**config.mk**
```make
export PLATFORM = sky130hd
export DESIGN_NAME = sd_cmd_engine_flat
export DESIGN_NICKNAME = d
export VERILOG_FILES = /design/src/rtl/sd_cmd_pkg.sv /design/src/rtl/sd_cmd_engine_if.sv /design/src/rtl/sd_cmd_engine_crc7.sv /design/src/rtl/sd_cmd_engine.sv /design/src/flat_wrapper.sv
export SDC_FILE = /design/constraint.sdc
export NUM_CORES = 1
export LEC_CHECK = 0
export BUFFER_PORTS_ARGS = -buffer_cell sky130_fd_sc_hd__buf_4
export CELL_PAD_IN_SITES_DETAIL_PLACEMENT = 2
export CELL_PAD_IN_SITES_GLOBAL_PLACEMENT = 2
export CORE_ASPECT_RATIO = 1.2
export CORE_MARGIN = 2
export CORE_UTILIZATION = 37
export DETAILED_ROUTE_END_ITERATION = 10
export PLACE_DENSITY_LB_ADDON = 0.1
export SKIP_CTS_REPAIR_TIMING = 1
export SYNTH_ARGS = -nofsm -noshare
export SYNTH_HDL_FRONTEND = slang
export SYNTH_SLANG_ARGS = --single-unit
```
**constraint.sdc**
```tcl
create_clock -name clock -period 3.42 [get_ports clock]
set_input_delay 0.171 -clock clock [delete_from_list [all_inputs] [get_ports clock]]
set_output_delay 0.171 -clock clock [all_outputs]
set_load 0.01 [all_outputs]
```
**src/rtl/sd_cmd_pkg.sv**
```systemverilog
// Shared definitions for the SD command-line engine.
//   - resp_type encodings, engine state enum
//   - frame lengths (48-bit command/short response, 136-bit long response)
//   - CRC7 generator polynomial x^7 + x^3 + 1
package sd_cmd_pkg;

    typedef enum logic [1:0] {
        RESP_NONE       = 2'd0,
        RESP_SHORT      = 2'd1,
        RESP_LONG       = 2'd2,
        RESP_SHORT_BUSY = 2'd3
    } resp_type_e;

    typedef enum logic [2:0] {
        IDLE,
        SEND,
        WAIT_RESP,
        RECV,
        RESP_HS,
        DONE_HS,
        GAP
    } state_e;

    localparam int SHORT_FRAME_LEN = 48;
    localparam int LONG_FRAME_LEN  = 136;
    // Number of leading command bits protected by the CRC7.
    localparam int TX_CRC_BITS     = 40;

    // Low 7 coefficients of x^7 + x^3 + 1.
    localparam logic [6:0] CRC7_POLY = 7'h09;

endpackage

```
**src/rtl/sd_cmd_engine_if.sv**
```systemverilog
// Host/card-facing signal bundle of sd_cmd_engine.
//   master : host side (drives command request, acks, bit tick, cmd_pin_in)
//   slave  : engine side (drives cmd line, response, status flags)
interface sd_cmd_engine_if;
    logic         sd_clk_en;
    logic         new_command;
    logic [5:0]   cmd_index;
    logic [31:0]  cmd_argument;
    logic [1:0]   resp_type;
    logic         timeout_enable;
    logic         cmd_pin_in;
    logic         cmd_pin_out;
    logic         cmd_oe;
    logic [127:0] response;
    logic         enable_response;
    logic         ack_response;
    logic         command_complete;
    logic         enable_command_complete;
    logic         ack_command_complete;
    logic         no_response;
    logic         crc_error;
    logic         busy;

    modport master (
        output sd_clk_en, new_command, cmd_index, cmd_argument, resp_type,
               timeout_enable, cmd_pin_in, ack_response, ack_command_complete,
        input  cmd_pin_out, cmd_oe, response, enable_response, command_complete,
               enable_command_complete, no_response, crc_error, busy
    );

    modport slave (
        input  sd_clk_en, new_command, cmd_index, cmd_argument, resp_type,
               timeout_enable, cmd_pin_in, ack_response, ack_command_complete,
        output cmd_pin_out, cmd_oe, response, enable_response, command_complete,
               enable_command_complete, no_response, crc_error, busy
    );
endinterface

```
**src/rtl/sd_cmd_engine_crc7.sv**
```systemverilog
// Serial CRC7 (x^7 + x^3 + 1, seed 0), one bit per enabled clock.
// Ports: clock, reset (async active-low), clear_i (synchronous clear to 0,
// wins over enable_i), enable_i, data_i (serial bit), crc_o[6:0].
module sd_crc7
    import sd_cmd_pkg::*;
(
    input  logic       clock,
    input  logic       reset,
    input  logic       clear_i,
    input  logic       enable_i,
    input  logic       data_i,
    output logic [6:0] crc_o
);
    logic [6:0] crc_q, crc_d;
    logic       fb;

    always_comb begin
        fb    = crc_q[6] ^ data_i;
        crc_d = crc_q;
        if (clear_i)
            crc_d = '0;
        else if (enable_i)
            crc_d = {crc_q[5:0], 1'b0} ^ (fb ? CRC7_POLY : 7'd0);
    end

    always_ff @(posedge clock or negedge reset) begin
        if (!reset) crc_q <= '0;
        else        crc_q <= crc_d;
    end

    assign crc_o = crc_q;
endmodule

```
**src/rtl/sd_cmd_engine.sv**
```systemverilog
// SD command-line engine: serialises a 48-bit command (with CRC7), waits for
// and receives a short/long response, then handshakes response and completion.
// Ports: clock, reset (async active-low), bus (sd_cmd_engine_if.slave).
// Parameters: TIMEOUT_TICKS (response wait limit), NCC_TICKS (post-command gap).
// Optional: define SD_CMD_CRC7_CHECK_EN to check the received CRC7; otherwise
// crc_error is tied low and no receive CRC hardware exists.
module sd_cmd_engine
    import sd_cmd_pkg::*;
#(
    parameter int TIMEOUT_TICKS = 64,
    parameter int NCC_TICKS     = 8
) (
    input  logic              clock,
    input  logic              reset,
    sd_cmd_engine_if.slave    bus
);
    localparam int            TW   = $clog2(TIMEOUT_TICKS + 1);
    localparam logic [TW-1:0] TMAX = '1;
    localparam logic [TW-1:0] TLIM = TW'(TIMEOUT_TICKS);

    state_e       state_q, state_d;
    resp_type_e   resp_q, resp_d;
    logic [38:0]  tx_sr_q, tx_sr_d;     // bits still to send after the one on the pin
    logic         pin_q, pin_d;
    logic [7:0]   bit_cnt_q, bit_cnt_d; // frame bit index, reused as gap counter
    logic [TW-1:0] tick_q, tick_d;
    logic [TW-1:0] t_inc;
    logic [126:0] rx_sr_q, rx_sr_d;     // last 127 received bits
    logic [127:0] response_q, response_d;
    logic         no_resp_q, no_resp_d;

    logic         tick, accept, is_long;
    logic [7:0]   frame_len;
    logic         tx_crc_en, tx_crc_bit;
    logic [6:0]   tx_crc;

    assign tick      = bus.sd_clk_en;
    assign accept    = (state_q == IDLE) && bus.new_command;
    assign is_long   = (resp_q == RESP_LONG);
    assign frame_len = is_long ? 8'(LONG_FRAME_LEN) : 8'(SHORT_FRAME_LEN);

    // Clearing on accept guarantees every frame starts from seed 0.
    sd_crc7 u_tx_crc (
        .clock    (clock),
        .reset    (reset),
        .clear_i  (accept),
        .enable_i (tx_crc_en),
        .data_i   (tx_crc_bit),
        .crc_o    (tx_crc)
    );

`ifdef SD_CMD_CRC7_CHECK_EN
    logic       rx_crc_en;
    logic [6:0] rx_crc;
    logic       crc_err_q, crc_err_d;

    // Short: start..argument (bits 47:8). Long: payload bits 127:8, i.e.
    // frame indices 8..127 counted from the start bit.
    assign rx_crc_en = tick && (state_q == RECV) &&
                       (is_long ? (bit_cnt_q >= 8'd8 && bit_cnt_q < 8'd128)
                                : (bit_cnt_q < 8'(TX_CRC_BITS)));

    sd_crc7 u_rx_crc (
        .clock    (clock),
        .reset    (reset),
        .clear_i  (accept),
        .enable_i (rx_crc_en),
        .data_i   (bus.cmd_pin_in),
        .crc_o    (rx_crc)
    );
    assign bus.crc_error = crc_err_q;
`else
    assign bus.crc_error = 1'b0;
`endif

    always_comb begin
        state_d    = state_q;
        resp_d     = resp_q;
        tx_sr_d    = tx_sr_q;
        pin_d      = pin_q;
        bit_cnt_d  = bit_cnt_q;
        tick_d     = tick_q;
        rx_sr_d    = rx_sr_q;
        response_d = response_q;
        no_resp_d  = no_resp_q;
        tx_crc_en  = 1'b0;
        tx_crc_bit = 1'b0;
        t_inc      = (tick_q == TMAX) ? tick_q : tick_q + 1'b1;
`ifdef SD_CMD_CRC7_CHECK_EN
        crc_err_d  = crc_err_q;
`endif
        case (state_q)
            IDLE: begin
                if (bus.new_command) begin
                    // Start bit goes on the pin immediately; it is 0 so it
                    // leaves the zero-seeded CRC unchanged.
                    tx_sr_d   = {1'b1, bus.cmd_index, bus.cmd_argument};
                    resp_d    = resp_type_e'(bus.resp_type);
                    pin_d     = 1'b0;
                    bit_cnt_d = '0;
                    state_d   = SEND;
                end
            end
            SEND: if (tick) begin
                bit_cnt_d = bit_cnt_q + 8'd1;
                if (bit_cnt_q == 8'd39) begin
                    // CRC now covers bits 0..39: splice it plus end bit in.
                    pin_d   = tx_crc[6];
                    tx_sr_d = {tx_crc[5:0], 1'b1, 32'd0};
                end else if (bit_cnt_q < 8'd47) begin
                    pin_d      = tx_sr_q[38];
                    tx_sr_d    = {tx_sr_q[37:0], 1'b0};
                    tx_crc_en  = (bit_cnt_q < 8'd39);
                    tx_crc_bit = tx_sr_q[38];
                end else begin
                    pin_d   = 1'b1;
                    tick_d  = '0;
                    state_d = (resp_q == RESP_NONE) ? DONE_HS : WAIT_RESP;
                end
            end
            WAIT_RESP: if (tick) begin
                if (!bus.cmd_pin_in) begin
                    rx_sr_d   = {rx_sr_q[125:0], 1'b0};
                    bit_cnt_d = 8'd1;
                    state_d   = RECV;
                end else if (bus.timeout_enable) begin
                    tick_d = t_inc;
                    if (t_inc >= TLIM) begin
                        no_resp_d = 1'b1;
                        state_d   = DONE_HS;
                    end
                end
            end
            RECV: if (tick) begin
                rx_sr_d   = {rx_sr_q[125:0], bus.cmd_pin_in};
                bit_cnt_d = bit_cnt_q + 8'd1;
                if (bit_cnt_q + 8'd1 == frame_len) begin
                    // cmd_pin_in is the end bit; rx_sr_q holds frame[127:1].
                    response_d = is_long ? {rx_sr_q, 1'b0}
                                         : {96'd0, rx_sr_q[38:7]};
`ifdef SD_CMD_CRC7_CHECK_EN
                    crc_err_d  = (rx_crc != rx_sr_q[6:0]);
`endif
                    state_d    = RESP_HS;
                end
            end
            RESP_HS: begin
                if (bus.ack_response) state_d = DONE_HS;
            end
            DONE_HS: begin
                if (bus.ack_command_complete) begin
                    no_resp_d = 1'b0;
`ifdef SD_CMD_CRC7_CHECK_EN
                    crc_err_d = 1'b0;
`endif
                    bit_cnt_d = '0;
                    state_d   = GAP;
                end
            end
            GAP: if (tick) begin
                bit_cnt_d = bit_cnt_q + 8'd1;
                if (int'(bit_cnt_q) + 1 >= NCC_TICKS) state_d = IDLE;
            end
            default: state_d = IDLE;
        endcase
    end

    always_ff @(posedge clock or negedge reset) begin
        if (!reset) begin
            state_q    <= IDLE;
            resp_q     <= RESP_NONE;
            tx_sr_q    <= '0;
            pin_q      <= 1'b1;
            bit_cnt_q  <= '0;
            tick_q     <= '0;
            rx_sr_q    <= '0;
            response_q <= '0;
            no_resp_q  <= 1'b0;
`ifdef SD_CMD_CRC7_CHECK_EN
            crc_err_q  <= 1'b0;
`endif
        end else begin
            state_q    <= state_d;
            resp_q     <= resp_d;
            tx_sr_q    <= tx_sr_d;
            pin_q      <= pin_d;
            bit_cnt_q  <= bit_cnt_d;
            tick_q     <= tick_d;
            rx_sr_q    <= rx_sr_d;
            response_q <= response_d;
            no_resp_q  <= no_resp_d;
`ifdef SD_CMD_CRC7_CHECK_EN
            crc_err_q  <= crc_err_d;
`endif
        end
    end

    assign bus.cmd_oe                  = (state_q == SEND);
    assign bus.cmd_pin_out             = pin_q;
    assign bus.busy                    = (state_q != IDLE);
    assign bus.enable_response         = (state_q == RESP_HS);
    assign bus.command_complete        = (state_q == DONE_HS);
    assign bus.enable_command_complete = (state_q == DONE_HS);
    assign bus.response                = response_q;
    assign bus.no_response             = no_resp_q;
endmodule

```
**src/flat_wrapper.sv**
```systemverilog
// flat-port wrapper written by rule: the top's interface ports become plain ports
module sd_cmd_engine_flat import sd_cmd_pkg::*;
#(
    parameter int TIMEOUT_TICKS = 64,
    parameter int NCC_TICKS     = 8
)
  (clock, reset, bus_sd_clk_en, bus_new_command, bus_cmd_index, bus_cmd_argument, bus_resp_type, bus_timeout_enable, bus_cmd_pin_in, bus_ack_response, bus_ack_command_complete, bus_cmd_pin_out, bus_cmd_oe, bus_response, bus_enable_response, bus_command_complete, bus_enable_command_complete, bus_no_response, bus_crc_error, bus_busy);
  sd_cmd_engine_if bus_i ();
  input  logic clock;
  input  logic reset;
  input wire logic [$bits(bus_i.sd_clk_en)-1:0] bus_sd_clk_en;
  input wire logic [$bits(bus_i.new_command)-1:0] bus_new_command;
  input wire logic [$bits(bus_i.cmd_index)-1:0] bus_cmd_index;
  input wire logic [$bits(bus_i.cmd_argument)-1:0] bus_cmd_argument;
  input wire logic [$bits(bus_i.resp_type)-1:0] bus_resp_type;
  input wire logic [$bits(bus_i.timeout_enable)-1:0] bus_timeout_enable;
  input wire logic [$bits(bus_i.cmd_pin_in)-1:0] bus_cmd_pin_in;
  input wire logic [$bits(bus_i.ack_response)-1:0] bus_ack_response;
  input wire logic [$bits(bus_i.ack_command_complete)-1:0] bus_ack_command_complete;
  output wire logic [$bits(bus_i.cmd_pin_out)-1:0] bus_cmd_pin_out;
  output wire logic [$bits(bus_i.cmd_oe)-1:0] bus_cmd_oe;
  output wire logic [$bits(bus_i.response)-1:0] bus_response;
  output wire logic [$bits(bus_i.enable_response)-1:0] bus_enable_response;
  output wire logic [$bits(bus_i.command_complete)-1:0] bus_command_complete;
  output wire logic [$bits(bus_i.enable_command_complete)-1:0] bus_enable_command_complete;
  output wire logic [$bits(bus_i.no_response)-1:0] bus_no_response;
  output wire logic [$bits(bus_i.crc_error)-1:0] bus_crc_error;
  output wire logic [$bits(bus_i.busy)-1:0] bus_busy;
  assign bus_i.sd_clk_en = bus_sd_clk_en;
  assign bus_i.new_command = bus_new_command;
  assign bus_i.cmd_index = bus_cmd_index;
  assign bus_i.cmd_argument = bus_cmd_argument;
  assign bus_i.resp_type = bus_resp_type;
  assign bus_i.timeout_enable = bus_timeout_enable;
  assign bus_i.cmd_pin_in = bus_cmd_pin_in;
  assign bus_i.ack_response = bus_ack_response;
  assign bus_i.ack_command_complete = bus_ack_command_complete;
  assign bus_cmd_pin_out = bus_i.cmd_pin_out;
  assign bus_cmd_oe = bus_i.cmd_oe;
  assign bus_response = bus_i.response;
  assign bus_enable_response = bus_i.enable_response;
  assign bus_command_complete = bus_i.command_complete;
  assign bus_enable_command_complete = bus_i.enable_command_complete;
  assign bus_no_response = bus_i.no_response;
  assign bus_crc_error = bus_i.crc_error;
  assign bus_busy = bus_i.busy;
  sd_cmd_engine #(.TIMEOUT_TICKS(TIMEOUT_TICKS), .NCC_TICKS(NCC_TICKS)) u_core (.clock(clock), .reset(reset), .bus(bus_i));
endmodule
```
==> flow_summary_export.csv, run 1 <==
group,metric,value,unit
setup_path,path_buf_inv,1,
power,leakagePower,8.10,nW
setup_path,cp_cell_sequence,"ha_1 > and3_1 > nand4_1 > o311ai_1 > nor4b_2 > o21ai_4 > buf_12 > o21ai_0",
timing,rsz0062_at_grt,"false",
route,drt_iter0_markers,334,
setup_path,cp.arrival,3.08,ns
setup_path,ff2ff_setup_slack,0.73,ns
yosys,yosysTopAreaCell,"dfrtp_1",
setup_path,cp_data_required_time,3.81,ns
yosys,ys_top_cells_by_count,"dfrtp_1, nand2_1, o21ai_0, mux2_2, clkbuf_1",
floorplan,fp.dieH,215,um
global_routing,grt_max_degree,128,
placement,dpl.hpwl,22.8,mm
timing,setup_viol_count_final,0,
yosys,ys_seq_area_share,59.0,%
status,status,"finished, violations left",
run,max_cap_violations,0,
global_routing,grt_overflow,0,
timing,drv_slew,0,
yosys,yosysTopAreaCellShare,58.8,%
timing,fmax,372,MHz
clock_network,cts_buffer_depth,3,
floorplan,rows,77,
floorplan,dieArea,38600,um^2
global_routing,grt.total_usage,18.9,%
status,violations,"hold timing",
yosys,ys_ff_latch,323,
timing,relSlewSlack,41.2,%
timing,period_share,78.7,%
timing,hold_viol,3,
setup_path,rr_worst_depth,8,
power,total_power,10.3,mW
floorplan,initial_utilization,37.3,%
setup_path,critPathCaptureType,"register",
yosys,syn_inst,1289,
yosys,ys.warnings.count,0,
yosys,ys.flop_type,"dfrtp_1",
timing,setup_ws,0.730,ns
power,vdd_ir_drop_max,0.000422,V
min_path,whs_endpoint,"u_core.tx_sr_q[21]",
yosys,synthesis.nets,1339,
setup_path,crit_slowest_cell,"o21ai_4",
clock_network,cts.htree.levels,2,
clock_network,path_clk_slew,0.06,ns
global_routing,antenna_found_initial,0,
placement,port-buffer-count,182,
route,postRouteAntennaNets,0,
placement,pre_cts_ws,0.742,ns
timing,worst_pin_slew,0.882,ns
floorplan,die_w,180,um
yosys,yosysMostFrequentCell,"dfrtp_1",
route,wl,36.2,mm
global_routing,grt_pass1_vias,11000,
finish,nFillCells,3780,
yosys,synthTopCellsByArea,"dfrtp_1, mux2_2, nand2_1",
finish,diodes,0,
floorplan,ioPinCount,184,
route,wl_per_cell,18.3,um
finish,syn2layout_area_growth,24.2,%
yosys,synth.avg_cell_area,10.6,um^2
timing,final.setup_skew,0.00818,ns
timing,min_period,2.69,ns
route,wl_met3,1.62,mm
setup_path,reg2reg_to,"u_core.bus.response[76]",
timing,setup_tns,0,ns
clock_network,cts_buffers,36,
min_path,min-delay-start,"bus_cmd_argument[21]",
setup_path,cp_slowest_stage_delay,0.57,ns
route,drc,0,
yosys,synth-edff-count,0,
setup_path,crit_path_start_kind,"register",
yosys,synth.distinct_cells,51,
timing,whs,-0.0245,ns
route,m1WireLength,15.5,mm
power,power_density,603,nW/um^2
setup_path,path_class,"register to register",
placement,placed_area,15500,um^2
clock_network,root_buffer,"clkbuf_16",
setup_path,crit_family,"compound AO/OA/AOI/OAI gates",
yosys,netlist_area,13700,um^2
min_path,hp-class,"input port to register",
setup_path,cp_max_fo,62,
finish,layout-drive-gt1-share,26.1,%
min_path,hold_path_depth,3,
finish,fin_area,17000,um^2
clock_network,cts_tree,"yes",
yosys,async_reset_ff_share,100,%
global_routing,grt_pass1_wl,59.8,mm
setup_path,r2r-start,"u_core.bit_cnt_q[0]",
setup_path,critical_path_depth,8,
floorplan,core,36700,um^2
route,drtPass1Iterations,4,
clock_network,clkSinkCount,323,
finish,layout.nets,1526,
route,wl_met2,18.3,mm
route,vias,10100,
route,via_per_inst,5.10,
placement,place.gp.congestion,0.779,
route,top_layer,"met4",
clock_network,insertion_delay,0.52,ns
[report_power, final]
group | switching (mW) | internal [mW]
combinational | 1.34 | 0.790
sequential | 0.277 | 4.16
clock | 1.55 | 2.14
total | 3.17 | 7.10
[how the worst max path moves through the flow]
stage | end | start
floorplan | u_core.bus.response[100] | u_core.bit_cnt_q[0]
global placement | u_core.bus.response[71] | u_core.bit_cnt_q[0]
detailed placement | u_core.bus.response[71] | u_core.bit_cnt_q[0]
CTS | u_core.bus.response[76] | u_core.bit_cnt_q[0]
global route | u_core.u_tx_crc.crc_o[1] | u_core.state_q[0]
finish | u_core.bus.response[76] | u_core.bit_cnt_q[0]
[cells by family (layout without fill, tap and decap cells)]
group | after synthesis | after routing | share of synthesized area, %
xor+xnor | 8 | 8 | 0.566
compound gates | 263 | 263 | 9.96
simple gates | 427 | 427 | 13.4
mux | 169 | 169 | 13.5
buf+inv | 96 | 308 | 3.29
fa+ha+maj | 2 | 2 | 0.183
other cells | 1 | 1 | 0.0274
flops | 323 | 323 | 59.0
[routing by layer]
layer  vias up  global-route usage [%]
met1      5117                    23.3
met5         -                       0
met4         0                    4.93
met2       173                    33.5
met3        44                    4.02
li1       4741                       -
[flip-flops by register name, indices dropped and copies added (netlist names)]
signal                  count
u_core.state_q              3
u_core.bus.cmd_pin_out      1
u_core.bus.response       128
u_core.bus.no_response      1
u_core.u_tx_crc.crc_o       7
u_core.bit_cnt_q            8
u_core.tick_q               7
u_core.resp_q               2
u_core.rx_sr_q            127
u_core.tx_sr_q             39
[worst min-delay path, cell delays in order]
cell and delay [ns]:
buf_4 0.08, a21oi_1 0.05, o21ai_0 0.14
[cells in the final DEF, fill, tap and decap left out, types with 3 or more instances in the layout]
| master | netlist | layout |
|---|---|---|
| buf_12 | 0 | 9 |
| nand3_1 | 13 | 13 |
| clkinv_2 | 0 | 3 |
| clkbuf_16 | 0 | 36 |
| clkbuf_8 | 0 | 5 |
| nor3_1 | 4 | 4 |
| and2_1 | 4 | 4 |
| dfrtp_1 | 322 | 322 |
| xor2_1 | 5 | 5 |
| nor2_1 | 21 | 21 |
| nand2b_1 | 11 | 10 |
| inv_1 | 4 | 4 |
| a21oi_1 | 51 | 51 |
| mux2_2 | 129 | 129 |
| buf_4 | 3 | 193 |
| nand2_1 | 317 | 317 |
| o21ai_1 | 40 | 40 |
| mux2i_1 | 39 | 39 |
| clkbuf_1 | 64 | 15 |
| dlygate4sd3_1 | 0 | 37 |
| nor2b_1 | 4 | 3 |
| nand4_1 | 4 | 4 |
| and3_1 | 39 | 39 |
| o21ai_0 | 154 | 154 |
[through the flow]
stage	utilization [%]	cells
finish	46.4	1975
global route	46.4	1975
CTS	45.3	1938
detailed placement	42.3	1875
global placement	42.3	1875
floorplan	-	1289
[area by class of cell]
| type | instances | area (um^2) | area share, % |
|---|---|---|---|
| Sequential cell | 323 | 8080 | 47.5 |
| Multi-Input combinational cell | 870 | 5200 | 30.6 |
| Timing Repair Buffer | 240 | 2010 | 11.8 |
| Clock buffer | 56 | 1030 | 6.03 |
| Tap cell | 474 | 593 | 3.49 |
| Clock inverter | 7 | 77.6 | 0.456 |
| Inverter | 5 | 18.8 | 0.110 |
Power figures use the tool's default switching activity.
==> run 2, diff against run 1 <==
--- a/config.mk
+++ b/config.mk
@@ -5,12 +5,13 @@
 export SDC_FILE = /design/constraint.sdc
 export NUM_CORES = 1
 export LEC_CHECK = 0
+export ABC_AREA = 1
 export BUFFER_PORTS_ARGS = -buffer_cell sky130_fd_sc_hd__buf_4
 export CELL_PAD_IN_SITES_DETAIL_PLACEMENT = 2
 export CELL_PAD_IN_SITES_GLOBAL_PLACEMENT = 2
 export CORE_ASPECT_RATIO = 1.2
 export CORE_MARGIN = 2
-export CORE_UTILIZATION = 37
+export CORE_UTILIZATION = 31
 export DETAILED_ROUTE_END_ITERATION = 10
 export PLACE_DENSITY_LB_ADDON = 0.1
 export SKIP_CTS_REPAIR_TIMING = 1
==> constraint.sdc (replaced) <==
create_clock -name clock -period 2.4 [get_ports clock]
set_input_delay 0.12 -clock clock [delete_from_list [all_inputs] [get_ports clock]]
set_output_delay 0.12 -clock clock [all_outputs]
set_load 0.01 [all_outputs]
==> flow_summary_export.csv, run 2 <==
group,metric,value,unit
clock_network,cts.htree.levels,2,
yosys,syn_inst,1777,
route,drt_iter0_markers,424,
global_routing,antenna_found_initial,0,
power,power_density,906,nW/um^2
yosys,ys_top_cells_by_count,"nand2_1, dfrtp_1, o21ai_0, inv_1, nor2_1",
yosys,synth-edff-count,0,
clock_network,cts_tree,"yes",
global_routing,grt.total_usage,18.5,%
yosys,async_reset_ff_share,100,%
setup_path,cp_max_fo,32,
yosys,yosysTopAreaCell,"dfrtp_1",
yosys,ys_seq_area_share,55.3,%
floorplan,initial_utilization,31.3,%
min_path,whs_endpoint,"u_core.bus.cmd_pin_out",
setup_path,path_class,"register to register",
timing,min_period,2.28,ns
floorplan,core,46800,um^2
placement,port-buffer-count,182,
clock_network,cts_buffers,38,
floorplan,fp.dieH,242,um
timing,period_share,95.1,%
yosys,ys.warnings.count,0,
setup_path,critPathCaptureType,"register",
power,vdd_ir_drop_max,0.000570,V
clock_network,root_buffer,"clkbuf_16",
route,drtPass1Iterations,6,
route,wl_per_cell,18.2,um
finish,fin_area,18600,um^2
setup_path,r2r-start,"u_core.bit_cnt_q[0]",
floorplan,dieArea,48900,um^2
yosys,synth.avg_cell_area,8.23,um^2
floorplan,rows,87,
finish,layout.nets,2016,
finish,syn2layout_area_growth,27.3,%
clock_network,cts_buffer_depth,3,
yosys,synthTopCellsByArea,"dfrtp_1, nand2_1, o21ai_0",
yosys,yosysTopAreaCellShare,55.1,%
timing,drv_slew,0,
yosys,ys.flop_type,"dfrtp_1",
status,status,"complete, no violations",
yosys,yosysMostFrequentCell,"nand2_1",
setup_path,crit_path_start_kind,"register",
setup_path,cp.arrival,2.71,ns
placement,dpl.hpwl,28.5,mm
route,vias,12800,
global_routing,grt_overflow,0,
clock_network,path_clk_slew,0.06,ns
timing,worst_pin_slew,0.908,ns
timing,setup_viol_count_final,0,
route,via_per_inst,4.89,
finish,diodes,0,
timing,whs,0.125,ns
timing,relSlewSlack,39.5,%
setup_path,ff2ff_setup_slack,0.12,ns
route,wl,47.5,mm
finish,nFillCells,5243,
finish,final_common_cell,"nand2_1",
route,postRouteAntennaNets,0,
placement,place.gp.congestion,0.754,
route,drc,0,
yosys,synthesis.nets,1827,
clock_network,insertion_delay,0.55,ns
finish,final_util,39.8,%
min_path,hp-class,"input port to register",
yosys,netlist_area,14600,um^2
floorplan,die_w,202,um
finish,layout-drive-gt1-share,15.7,%
setup_path,reg2reg_to,"u_core.bus.response[10]",
global_routing,grt_max_degree,129,
setup_path,rr_worst_depth,12,
run,max_cap_violations,0,
power,leakagePower,8.88,nW
clock_network,clkSinkCount,323,
timing,final.setup_skew,0.0112,ns
yosys,ys_ff_latch,323,
placement,placed_area,16700,um^2
yosys,synth.distinct_cells,39,
finish,largest_reg_flops,128,
global_routing,grt_pass1_vias,14100,
min_path,min-delay-start,"bus_new_command",
timing,hold_viol,0,
setup_path,cp_data_required_time,2.83,ns
finish,final_cell_mix,"nand2_1, dfrtp_1, buf_4",
min_path,hold_path_depth,5,
global_routing,grt_pass1_wl,74.7,mm
timing,fmax,438,MHz
floorplan,ioPinCount,184,
-- run 2: critical path, stage by stage, from the launching register on --
cell     delay (ns)
dfrtp_1        0.40
ha_2           0.23
nand2_2        0.12
nor2_4         0.15
nand3_1        0.09
and2_1         0.20
nor2_2         0.13
and2_4         0.23
nand3_4        0.09
buf_12         0.17
buf_12         0.19
nand2_1        0.08
nand2_1        0.04
-- run 2: cell type report --
| type | instances | area (um^2) | area share (%) |
|---|---|---|---|
| sequential | 323 | 8080 | 43.4 |
| tap | 623 | 779 | 4.19 |
| clock buffer | 57 | 1160 | 6.25 |
| multi-input combinational | 1161 | 5340 | 28.7 |
| clock inverter | 11 | 136 | 0.732 |
| timing repair buffer | 274 | 2490 | 13.4 |
| inverter | 168 | 632 | 3.39 |
-- run 2: power by group --
group          total (mW)  internal [mW]  switching (mW)
Clock                6.04           3.67            2.37
Sequential           6.33           5.99           0.344
Combinational        4.49           1.38            3.11
-- run 2: kinds of logic (layout without fill, tap and decap cells) --
kind of cell             Yosys count  in the layout  share of synthesized area (%)
AND/OR/NAND/NOR                  909            909                           26.6
flip-flops                       323            323                           55.3
buffers and inverters            293            510                           8.66
AO/OA/AOI/OAI                    243            243                           8.93
XOR/XNOR                           5              5                          0.299
adder cells (fa/ha/maj)            2              2                          0.171
other                              1              1                         0.0256
multiplexers                       1              1                         0.0770
-- run 2: per-layer routing --
layer	vias up	share of wire (%)	GRT usage [%]
met5	-	0	0
met4	0	1.6	3.99
met3	52	4.0	3.87
met2	175	50	32.8
met1	6433	44	23.2
li1	6137	-	-
-- run 2: how the worst max path moves through the flow --
stage	start	to	cells after the start	slack [ns]
floorplan	u_core.bit_cnt_q[0]	u_core.bus.response[107]	12	0.50
global placement	u_core.bit_cnt_q[0]	u_core.bus.response[17]	13	0.18
detailed placement	u_core.bit_cnt_q[1]	u_core.bus.response[92]	13	0.04
CTS	u_core.bit_cnt_q[1]	u_core.bus.response[85]	13	0.005
global route	u_core.bit_cnt_q[0]	u_core.bus.response[49]	12	-0.02
finish	u_core.bit_cnt_q[0]	u_core.bus.response[10]	12	0.12
-- run 2: through the flow --
stage          std cells  setup slack, ns  power, mW  setup TNS [ns]
5_1_grt             2617          -0.0205       18.0          -0.460
3_5_place_dp        2496           0.0423       10.9               0
6_report            2617            0.118       16.9               0
3_3_place_gp        2496            0.183       10.7               0
4_1_cts             2564          0.00507       17.1               0
2_1_floorplan       1777            0.498       9.39               0
==> run 3, diff against run 2 <==
--- a/config.mk
+++ b/config.mk
@@ -14,6 +14,7 @@
 export CORE_UTILIZATION = 31
 export DETAILED_ROUTE_END_ITERATION = 10
 export PLACE_DENSITY_LB_ADDON = 0.1
+export SETUP_SLACK_MARGIN = 0.15
 export SKIP_CTS_REPAIR_TIMING = 1
 export SYNTH_ARGS = -nofsm -noshare
 export SYNTH_HDL_FRONTEND = slang
==> flow_summary_export.csv, run 3 (same netlist as run 2, synthesis figures left out) <==
group,metric,value,unit
clock_network,cts_buffers,38,
placement,dpl.cell_count,2496,
route,drc,0,
clock_network,path_clk_slew,0.06,ns
setup_path,rr_worst_depth,12,
setup_path,crit_path_start_kind,"register",
timing,setup_viol_count_final,0,
power,p_clk_share,35.7,%
clock_network,clkSinkCount,323,
floorplan,core,46800,um^2
power,leakagePower,8.93,nW
finish,diodes,0,
setup_path,ff2ff_setup_slack,0.22,ns
setup_path,cp_slowest_stage_delay,0.41,ns
timing,final.setup_skew,0.0111,ns
finish,layout.nets,2021,
finish,nFillCells,5232,
min_path,hp-class,"input port to register",
finish,stdcell_count,2622,
global_routing,grt.total_usage,18.5,%
power,pwr-share-seq,37.4,%
route,wl_per_cell,18.4,um
clock_network,cts_tree,"yes",
floorplan,dieArea,48900,um^2
run,max_cap_violations,0,
timing,relSlewSlack,39.1,%
placement,pre_cts_ws,0.0423,ns
timing,worst_pin_slew,0.913,ns
route,postRouteAntennaNets,0,
power,switching_share,34.6,%
power,power_density,904,nW/um^2
setup_path,cp_common_cell,"nand2_1",
floorplan,fp.dieH,242,um
timing,fmax,460,MHz
clock_network,cts.htree.levels,2,
timing,hold_viol,0,
route,vias,12900,
power,p_sw,5.86,mW
floorplan,rows,87,
floorplan,ioPinCount,184,
timing,whs,0.121,ns
setup_path,cp.arrival,2.60,ns
clock_network,root_buffer,"clkbuf_16",
placement,port-buffer-count,182,
finish,final_cell_mix,"nand2_1, dfrtp_1, buf_4",
setup_path,cp-endpoint,"u_core.bus.response[10]",
floorplan,die_w,202,um
power,comb_power_share,27.0,%
global_routing,grt_pass1_vias,14100,
setup_path,worstSetupStartpoint,"u_core.bit_cnt_q[1]",
timing,period_share,90.7,%
setup_path,cp_data_required_time,2.83,ns
global_routing,grt_max_degree,129,
power,cellInternalPower,11.1,mW
global_routing,antenna_found_initial,0,
setup_path,critPathCaptureType,"register",
setup_path,r2r-start,"u_core.bit_cnt_q[1]",
finish,syn2layout_area_growth,28.2,%
route,drtPass1Iterations,4,
route,wl,48.1,mm
clock_network,insertion_delay,0.55,ns
timing,min_period,2.18,ns
setup_path,path_class,"register to register",
timing,setup_ws,0.224,ns
finish,largest_reg_flops,128,
finish,final_common_cell,"nand2_1",
setup_path,crit_slowest_cell,"dfrtp_2",
setup_path,reg2reg_to,"u_core.bus.response[10]",
placement,dpl.hpwl,28.5,mm
timing,drv_slew,0,
route,drt_iter0_markers,427,
setup_path,cp_max_fo,32,
global_routing,grt_pass1_wl,74.7,mm
status,status,"complete, no violations",
placement,place.gp.congestion,0.754,
power,vdd_ir_drop_max,0.000569,V
clock_network,cts_buffer_depth,3,
setup_path,cp_cell_sequence,"nand2_1 > nor2_4 > nand3_1 > nand3_1 > nand2_1 > nor2_2 > and2_4 > nand3_4 > buf_12 > buf_12 > nand2_1 > nand2_1",
floorplan,initial_utilization,31.3,%
global_routing,grt_overflow,0,
finish,layout-drive-gt1-share,16.5,%
timing,setup_tns,0,ns
timing,rsz0062_at_grt,"true",
route,via_per_inst,4.90,
-- run 3: worst min-delay path by stage --
stage | to | slack, ns | start | cells past startpoint
CTS | u_core.bus.response[65] | -0.48 | reset | 1
finish | u_core.bus.cmd_pin_out | 0.12 | bus_new_command | 5
floorplan | u_core.bit_cnt_q[0] | -0.18 | reset | 0
global route | u_core.resp_q[1] | 0.15 | bus_new_command | 4
global placement | u_core.bus.response[63] | 0.13 | reset | 1
detailed placement | u_core.bus.response[65] | 0.12 | reset | 1
-- run 3: worst max-delay path: cells and delay by family, from the launching register on --
family	cells	cell delay [ns]
AND/OR/NAND/NOR	10	1.27
flip-flops	1	0.41
buffers and inverters	2	0.36
-- run 3: layout make-up --
type | instances | area (um^2) | share of cell area (%)
flip-flops and latches | 323 | 8090 | 43.1
multi-input cells | 1161 | 5370 | 28.6
repair buffers | 279 | 2580 | 13.8
clock buffers | 57 | 1160 | 6.20
well taps | 623 | 779 | 4.16
inverters | 168 | 632 | 3.37
clock inverters | 11 | 136 | 0.727
-- run 3: power groups by stage --
stage	registers (mW)	clock network (mW)	logic [mW]
final	6.34	6.05	4.57
after floorplan	6.32	0	3.07
after detailed placement	6.42	0	4.44
after CTS	6.33	6.27	4.46
after global placement	6.39	0	4.34
after global routing	6.41	6.49	5.21
-- run 3: per-stage QoR --
step           util [%]  power (mW)  instance area, um^2
6_report           40.1        17.0                18800
5_1_grt            40.1        18.1                18800
4_1_cts            38.4        17.1                18000
3_5_place_dp       35.6        10.9                16700
3_3_place_gp       35.6        10.7                16700
2_1_floorplan         -        9.39                14600
-- run 3: layer usage --
| layer | part of all wire [%] | track usage (%) | wire length, um | up-vias |
|---|---|---|---|---|
| met5 | 0 | 0 | 0 | - |
| met4 | 1.5 | 3.99 | 722 | 0 |
| met3 | 3.9 | 3.87 | 1890 | 52 |
| met2 | 51 | 32.8 | 24500 | 172 |
| met1 | 44 | 23.2 | 21000 | 6481 |
| li1 | - | - | - | 6147 |
